===== config.mk =====
export PLATFORM = sky130hd
export DESIGN_NAME = regfile_wb_sink
export DESIGN_NICKNAME = d
export VERILOG_FILES = /design/src/rtl/regfile_wb_sink.sv
export SDC_FILE = /design/constraint.sdc
export NUM_CORES = 2
export LEC_CHECK = 0
export ABC_AREA = 0
export BUFFER_PORTS_ARGS = -buffer_cell sky130_fd_sc_hd__buf_2
export CAP_MARGIN = 20
export CORE_MARGIN = 4
export CORE_UTILIZATION = 55
export CTS_CLUSTER_DIAMETER = 30
export DETAILED_ROUTE_END_ITERATION = 7
export HOLD_SLACK_MARGIN = 0.02
export PLACE_DENSITY = 0.77
export SKIP_CTS_REPAIR_TIMING = 1
export SLEW_MARGIN = 20
export SYNTH_ARGS = -nofsm -noshare
export SYNTH_HDL_FRONTEND = slang
export SYNTH_SLANG_ARGS = --single-unit

===== constraint.sdc =====
create_clock -name clk -period 4.13 [get_ports clk]
set_input_delay 0.826 -clock clk [delete_from_list [all_inputs] [get_ports clk]]
set_output_delay 0.826 -clock clk [all_outputs]
set_load 0.01 [all_outputs]

===== src/rtl/regfile_wb_sink.sv =====
// -----------------------------------------------------------------------------
// regfile_wb_sink
//   Register-file end of the write-back interface. WB commits one result per
//   cycle into a 32x32 GPR array; ID gets two combinational read ports. A
//   per-register pending-write scoreboard is kept alongside: ID reserves its
//   destination when it issues, WB releases it when it commits, and id_stall
//   holds ID while a source operand still has a write in flight. $0 reads 0,
//   is never written, never busy and never counted.
//
// Parameters
//   NREGS    number of architectural registers (address width fixed at 5)
//   DW       data width
//   MAXPEND  max in-flight writes per register; counter is clog2(MAXPEND+1) bits
//
// Ports
//   clk, rst_n                 clock, asynchronous active-low reset
//   wb_regwrite/wb_addr/wb_data  WB commit strobe, destination, result
//   id_rs_addr/id_rt_addr      read port A/B addresses
//   id_rs_used/id_rt_used      ID instruction actually reads rs/rt
//   id_resv_valid/id_resv_addr ID instruction writes a register (reserve)
//   rs_data/rt_data            read port A/B data
//   id_stall                   hold ID / insert bubble
//   sb_err                     sticky scoreboard error (overflow / underflow)
//
// Configuration
//   REGFILE_BYPASS_EN  when defined, a read of the register being committed
//                      this cycle returns wb_data, and the last in-flight write
//                      of a register stops stalling in its commit cycle.
// -----------------------------------------------------------------------------
module regfile_wb_sink #(
    parameter int NREGS   = 32,
    parameter int DW      = 32,
    parameter int MAXPEND = 3
) (
    input  logic                 clk,
    input  logic                 rst_n,
    input  logic                 wb_regwrite,
    input  logic [4:0]           wb_addr,
    input  logic signed [DW-1:0] wb_data,
    input  logic [4:0]           id_rs_addr,
    input  logic [4:0]           id_rt_addr,
    input  logic                 id_rs_used,
    input  logic                 id_rt_used,
    input  logic                 id_resv_valid,
    input  logic [4:0]           id_resv_addr,
    output logic [DW-1:0]        rs_data,
    output logic [DW-1:0]        rt_data,
    output logic                 id_stall,
    output logic                 sb_err
);

    localparam int PW = $clog2(MAXPEND + 1);
    typedef logic [PW-1:0] cnt_t;

    logic [DW-1:0]    gpr      [NREGS];
    cnt_t             pend     [NREGS];
    cnt_t             pend_nxt [NREGS];
    logic [NREGS-1:0] busy;
    logic [NREGS-1:0] busy_eff;
    logic [NREGS-1:0] rel_vec;
    logic [NREGS-1:0] resv_vec;
    logic [NREGS-1:0] err_vec;
    logic             resv_acc;
    logic             commit;

    // Saturating pending-counter update. Returns {error, next_count}.
    // A release against an empty counter is an error and leaves it at 0,
    // even if a reserve to the same register arrives in that cycle.
    function automatic logic [PW:0] pend_update(input cnt_t cur,
                                                input logic inc,
                                                input logic dec);
        logic err;
        cnt_t nxt;
        err = 1'b0;
        nxt = cur;
        if (dec && (cur == '0)) begin
            err = 1'b1;
        end else if (inc && !dec) begin
            if (cur == cnt_t'(MAXPEND)) err = 1'b1;
            else                        nxt = cur + cnt_t'(1);
        end else if (dec && !inc) begin
            nxt = cur - cnt_t'(1);
        end
        return {err, nxt};
    endfunction

    assign commit = wb_regwrite && (wb_addr != 5'd0);

    // Busy / release decode per register.
    always_comb begin
        for (int r = 0; r < NREGS; r++) begin
            rel_vec[r] = commit && (wb_addr == 5'(r));
            busy[r]    = (r != 0) && (pend[r] != '0);
`ifdef REGFILE_BYPASS_EN
            // The last outstanding write is being committed and forwarded.
            busy_eff[r] = busy[r] && !(rel_vec[r] && (pend[r] == cnt_t'(1)));
`else
            busy_eff[r] = busy[r];
`endif
        end
    end

    // Stall uses pre-reservation state, so an instruction whose source is
    // also its own destination does not stall on itself.
    assign id_stall = (id_rs_used && busy_eff[id_rs_addr]) ||
                      (id_rt_used && busy_eff[id_rt_addr]);

    assign resv_acc = id_resv_valid && !id_stall && (id_resv_addr != 5'd0);

    always_comb begin
        for (int r = 0; r < NREGS; r++) begin
            resv_vec[r] = resv_acc && (id_resv_addr == 5'(r));
            {err_vec[r], pend_nxt[r]} = pend_update(pend[r], resv_vec[r], rel_vec[r]);
        end
    end

    // Read ports.
    always_comb begin
        rs_data = '0;
        rt_data = '0;
        if (id_rs_addr != 5'd0) begin
`ifdef REGFILE_BYPASS_EN
            if (rst_n && commit && (wb_addr == id_rs_addr)) rs_data = wb_data;
            else                                            rs_data = gpr[id_rs_addr];
`else
            rs_data = gpr[id_rs_addr];
`endif
        end
        if (id_rt_addr != 5'd0) begin
`ifdef REGFILE_BYPASS_EN
            if (rst_n && commit && (wb_addr == id_rt_addr)) rt_data = wb_data;
            else                                            rt_data = gpr[id_rt_addr];
`else
            rt_data = gpr[id_rt_addr];
`endif
        end
    end

    // GPR array.
    always_ff @(posedge clk or negedge rst_n) begin
        if (!rst_n) begin
            for (int r = 0; r < NREGS; r++) gpr[r] <= '0;
        end else if (commit) begin
            gpr[wb_addr] <= wb_data;
        end
    end

    // Scoreboard counters and sticky error.
    always_ff @(posedge clk or negedge rst_n) begin
        if (!rst_n) begin
            for (int r = 0; r < NREGS; r++) pend[r] <= '0;
            sb_err <= 1'b0;
        end else begin
            for (int r = 0; r < NREGS; r++) pend[r] <= pend_nxt[r];
            if (|err_vec) sb_err <= 1'b1;
        end
    end

endmodule


# After elaboration in Yosys (flattened, before gate mapping)
# Cells that the tools add are included.
# op_classes
add_sub_neg,64
n_lt_le_gt_ge,6
eq_ne,126
n_mux,207
bitwise_logic,35
reduce_logical,366
# ops
operator,count
1024-bit bitwise mux,1
32-bit binary-select mux with 5-bit select,2
32-bit 2-to-1 mux,7
2-bit 2-to-1 mux,96
1-bit logical AND,166
32-bit demux with 5-bit select,1
"5-bit equality test, second input constant",32
2-bit nonzero test,63
1-bit 2-to-1 mux,98
3-bit AND reduction,32
"5-bit by 4-bit equality test with 1-bit output, second input constant",16
1-bit logical NOT,65
"2-bit by 1-bit adder with 2-bit output, second input constant",32
"2-bit equality test, second input constant",32
2-bit logical NOT,32
"2-bit inequality test, second input constant",32
"2-bit by 1-bit subtractor with 2-bit output, second input constant",32
"5-bit by 3-bit equality test with 1-bit output, second input constant",8
1-bit inverter,32
32-bit OR reduction,1
"5-bit by 2-bit equality test with 1-bit output, second input constant",4
5-bit nonzero test,4
"6-bit >= comparator, second input constant",3
5-bit inverter with 6-bit output,3
other kinds (6),10
# word_totals
ff_bits,1089
out_inout_bits,66
wordCells,869

# Depth between registers and ports, before layout
# logic_depth
depth_word,13
ltp_mapped,16
mapped_depth_nobuf,13

# Worst setup path before layout
# No wires, ideal clock.
# synth_timing
path_kind,input to register
startpoint,input id_rt_addr[2]
endpoint,register sb_err
setup_ns,0.139
arrival_ns,3.854
required_time_ns,3.991
slack_ns,0.137
path_stages,14
cell_sequence,buf_4 -> inv_2 -> mux4_2 -> mux4_2 -> o211ai_2 -> buf_2 -> nor4_1 -> ha_1 -> and3_1 -> a31oi_1 -> nand4_1 -> nor4_1 -> nand3_1 -> or4_1
# synth_between
elab_chain_cells,12
elab_cells_between_ends,136
classes_between,66 x mux; 70 x reduce/logical
# synth_lines
element,line_no,source
start: declaration,41,"input logic [4:0] id_rt_addr,"
1-bit binary-select mux with 5-bit select (*),106,(id_rt_used && busy_eff[id_rt_addr]);
1-bit 2-to-1 mux (implied by the code) (*),106,
1-bit logical AND (*),106,
1-bit logical OR (*),105,assign id_stall = (id_rs_used && busy_eff[id_rs_addr]) ||
1-bit logical NOT (*),108,assign resv_acc = id_resv_valid && !id_stall && (id_resv_addr != 5'd0);
1-bit logical AND (*) (2 in series),108,
1-bit logical AND,112,resv_vec[r] = resv_acc && (id_resv_addr == 5'(r));
1-bit logical AND,78,end else if (inc && !dec) begin
1-bit 2-to-1 mux,78,
1-bit 2-to-1 mux,76,if (dec && (cur == '0)) begin
32-bit OR reduction (*),155,if (|err_vec) sb_err <= 1'b1;
end signal: assignment,152,sb_err <= 1'b0;
end signal: assignment,155,
end: declaration,49,output logic sb_err
# Mark *: on every way between the ends. The rest lies on a longest branch, timed or not. The select of a mux whose other input is x is not followed.
# A chain may end at the register's enable or synchronous reset.

# Worst setup path after layout
# layout_timing
startpoint,input id_rs_addr[0]
endpoint,output rs_data[13]
# layout_between
elab_chain_cells,5
elab_cells_between_ends,6
classes_between,4 x mux; 1 x bitwise; 1 x reduce/logical
# layout_lines
element,line_no,source
start: declaration,40,"input logic [4:0] id_rs_addr,"
5-bit inverter with 6-bit output (implied by the code),126,rs_data = gpr[id_rs_addr];
32-bit binary-select mux with 5-bit select,126,
32-bit 2-to-1 mux (implied by the code) (2 in series),126,
32-bit 2-to-1 mux (*),121,if (id_rs_addr != 5'd0) begin
end: declaration,46,"output logic [DW-1:0] rs_data,"
# Marks and branches as above.

==> impl_results.md <==
- Crit path largest cell delay: 0.57 ns
- Die Height: 337 µm
- Routed Antenna Nets: 0
- Comb power frac: 17.3%
- CTS root buf: clkbuf_16
- CTS HTree Levels: 4
- First-pass GRT wire length: 287000 µm
- Clock Latency Late Sink: around 0.79 ns
- Net switching power: 10.7 mW
- Commonest non-fill, non-tap cells in the layout: 1087 x dfrtp_1, 897 x mux2_2, 456 x mux4_2, 406 x nand2_1, 256 x mux2i_1
- Die Area: 114000 µm²
- Max_cap viols: 0
- Minimum clock period: between 4 and 5 ns
- Hold Path Class: in -> async
- Crit-path max FO: 45
- Reg power frac: 37.2%
- Pleak: 30.7 nW
- Final Total Pwr: 39.0 mW
- DP HPWL: approximately 100000 µm
- Achievable clock frequency: 245 MHz
- Share of cells above drive strength 1: 44.0%
- Drt pass-1 iters: 6
- Final core occ: 65.3%
- Vias in the first global route: 45665
- Cell variety after synth: 61
- PwrDens: 556 nW/µm²
- Area growth, synth to finish: 17.7%
- Reg2reg end: sb_err
- Max-slew headroom at the worst pin: 30.2%
- CP Depth: 10
- CTS tree: built
- Die W: approximately 340 µm
- Multi-input gate area: 30400 µm²
- Status: finished, final reports clean
- Initial antenna violation count: 6
- Avg Cell Area, Syn: between 10 and 15 µm²
- Slew @ Worst Pin: approximately 1.0 ns
- Most common cell after layout, fill and taps aside: dfrtp_1
- Worst Setup Start Kind: input pin
- DR iter-0 viols: 5007
- Largest net degree at the start of global routing: around 120
- Starting density of the core: between 50 and 60%
- R2r startpoint: pend[19]
- Finished Layout Cells: 6225
- IO buf count: 123
- Via count: 43515
- WP data arrival: 3.26 ns
- Slowest-stage cell, CP: mux4_2
- Core area: 107000 µm²
- WHS: ~0.086 ns
- Fillers: 7221
- Crit share post-route: between 90% and 100%
- Vias per cell: 6.99
- RSZ-0062 raised after global routing: false
- Total track usage: between 30% and 40%
- Grt total ovfl: 0
- Clk sinks: roughly 1100
- Post-synth ARST share: 100%
- Reg clk slew, reported paths: 0.05 ns
- Final #Nets: 4729
- Critical Path Sink Type: output port
- Syn nets: 4629
- Layout Skew: 0.0291 ns
- Worst Reg-to-Reg Cells: 13
- Yosys warning total: 0
- Final hold vios: 0
- CP delay by family, top: buffers and inverters
- Max VDD drop: 381 µV
- Rows: 120
- CP cell instances: buf_8 -> buf_12 -> buf_4 -> buf_12 -> mux4_2 -> mux4_2 -> nand2_1 -> o21ai_0 -> buf_4 -> buf_2
- Worst Setup Path Type: in -> out
- Max Root-Sink Buffers: 3
- Clock power frac: 45.5%
- Seq/Total Area, Yosys: 45.7%
- Post-Synthesis Cells: 4540
- Post-DR wirelength/cell: about 30 µm
- Total CTS buffers: 201
- Syn Std Cell Area: 59500 µm²
- Remaining DRCs: 0
- Required time of the critical path: about 3.3 ns
- RePlAce Congestion: 0.970
- Sw Ratio: 27.5%
- Max Slew Vio Count: 0
- CP startpoint: id_rs_addr[0]
- P_int: 28.3 mW
- WL final: ~190000 µm
- Ports: 124
- Reg area: 27200 µm²
- R2R setup slack: about 0.17 ns
- Post-synth EDFFs: 0
- Endpoints failing setup: 0
- Crit path buf inv count: 6
- Placed cells: 5840
- Yosys reg bits: 1087
- Crit path to: rs_data[13]
- Commonest register cell after synthesis: dfrtp_1
==> power by group through the flow <==
stage / registers [mW] / logic [mW] / clock network, mW
global placement: 14.3 / 6.36 / 0
global route: 14.8 / 7.23 / 18.4
detailed placement: 14.5 / 6.59 / 0
CTS: 14.4 / 6.69 / 17.8
finish: 14.5 / 6.73 / 17.7
floorplan: 14.0 / 4.93 / 0
==> per-stage QoR <==
| stage | area [µm²] | setup slack, ns | setup TNS, ns |
|---|---|---|---|
| after CTS | 70100 | 0.0797 | 0 |
| final | 70100 | 0.0467 | 0 |
| after global routing | 70100 | 0.00498 | 0 |
| after floorplan | 59500 | 0.137 | 0 |
| after global placement | 62700 | -0.0571 | -0.0571 |
| after detailed placement | 62700 | -0.148 | -0.148 |
==> flip-flops by register name (all words and copies together) (netlist names) <==
register  cells
gpr        1024
sb_err        1
pend         62
==> Yosys cell counts, types with 16 or more instances <==
master	instances	share of area (%)
dfrtp_1	1087	46
o211ai_1	26	0.33
nand2_1	418	2.6
buf_1	34	0.21
mux2i_1	256	4.3
inv_1	49	0.31
nor3_1	19	0.16
a21oi_1	86	0.72
o31ai_1	19	0.24
clkbuf_1	309	1.9
buf_4	31	0.39
buf_2	76	0.64
mux4_2	456	17
o21ai_0	195	1.6
o221ai_1	160	2.4
nor4_1	35	0.37
nand3_1	41	0.34
mux2_2	897	17
nor2b_1	34	0.36
nor2_1	162	1.0
a31oi_1	16	0.17
ha_1	31	0.65
==> area by class of cell <==
class	instances	share of cell area (%)
clock buffers	245	7.88
flip-flops and latches	1087	38.8
well taps	1403	2.50
multi-input cells	2949	43.4
clock inverters	133	2.72
repair buffers	350	4.41
diodes	7	0.0250
inverters	51	0.277
==> how the worst min path moves through the flow <==
stage / slack, ns / startpoint / end / cells past startpoint
floorplan: 0.44 / gpr[1000] / gpr[1000] / 1
global placement: 0.38 / gpr[1020] / gpr[1020] / 0
detailed placement: 0.38 / gpr[1013] / gpr[1013] / 0
CTS: 0.08 / rst_n / gpr[586] / 1
global route: 0.11 / rst_n / gpr[893] / 1
finish: 0.09 / rst_n / pend[28] / 1
==> layer usage <==
metal | GRT usage [%] | share of wire (%)
met3 | 8.74 | 10
met4 | 21.4 | 7.3
met2 | 53.2 | 47
met5 | 0 | 0.0068
met1 | 42.4 | 36
==> worst register-to-register path, stage by stage (launching register included) <==
cell and delay [ns]:
dfrtp_1 0.50, nor2_1 0.19, mux4_2 0.48, mux4_2 0.51, o211ai_2 0.20, buf_12 0.20
nor4_1 0.08, ha_1 0.22, and3_1 0.19, a31oi_1 0.19, nand3_1 0.14, nor4_1 0.40
nand3_1 0.13, or4_1 0.40
==> kinds of logic (layout without fill, tap and decap cells) <==
group,Yosys count,count (layout),synth area share (%)
mux,1609,1609,38.5
flops,1087,1087,45.7
fa+ha+maj,31,31,0.651
buf+inv,504,779,3.56
simple gates,772,772,5.65
other cells,0,7,0
compound gates,537,537,5.95
Note: power is estimated with default switching activity, not from simulation.
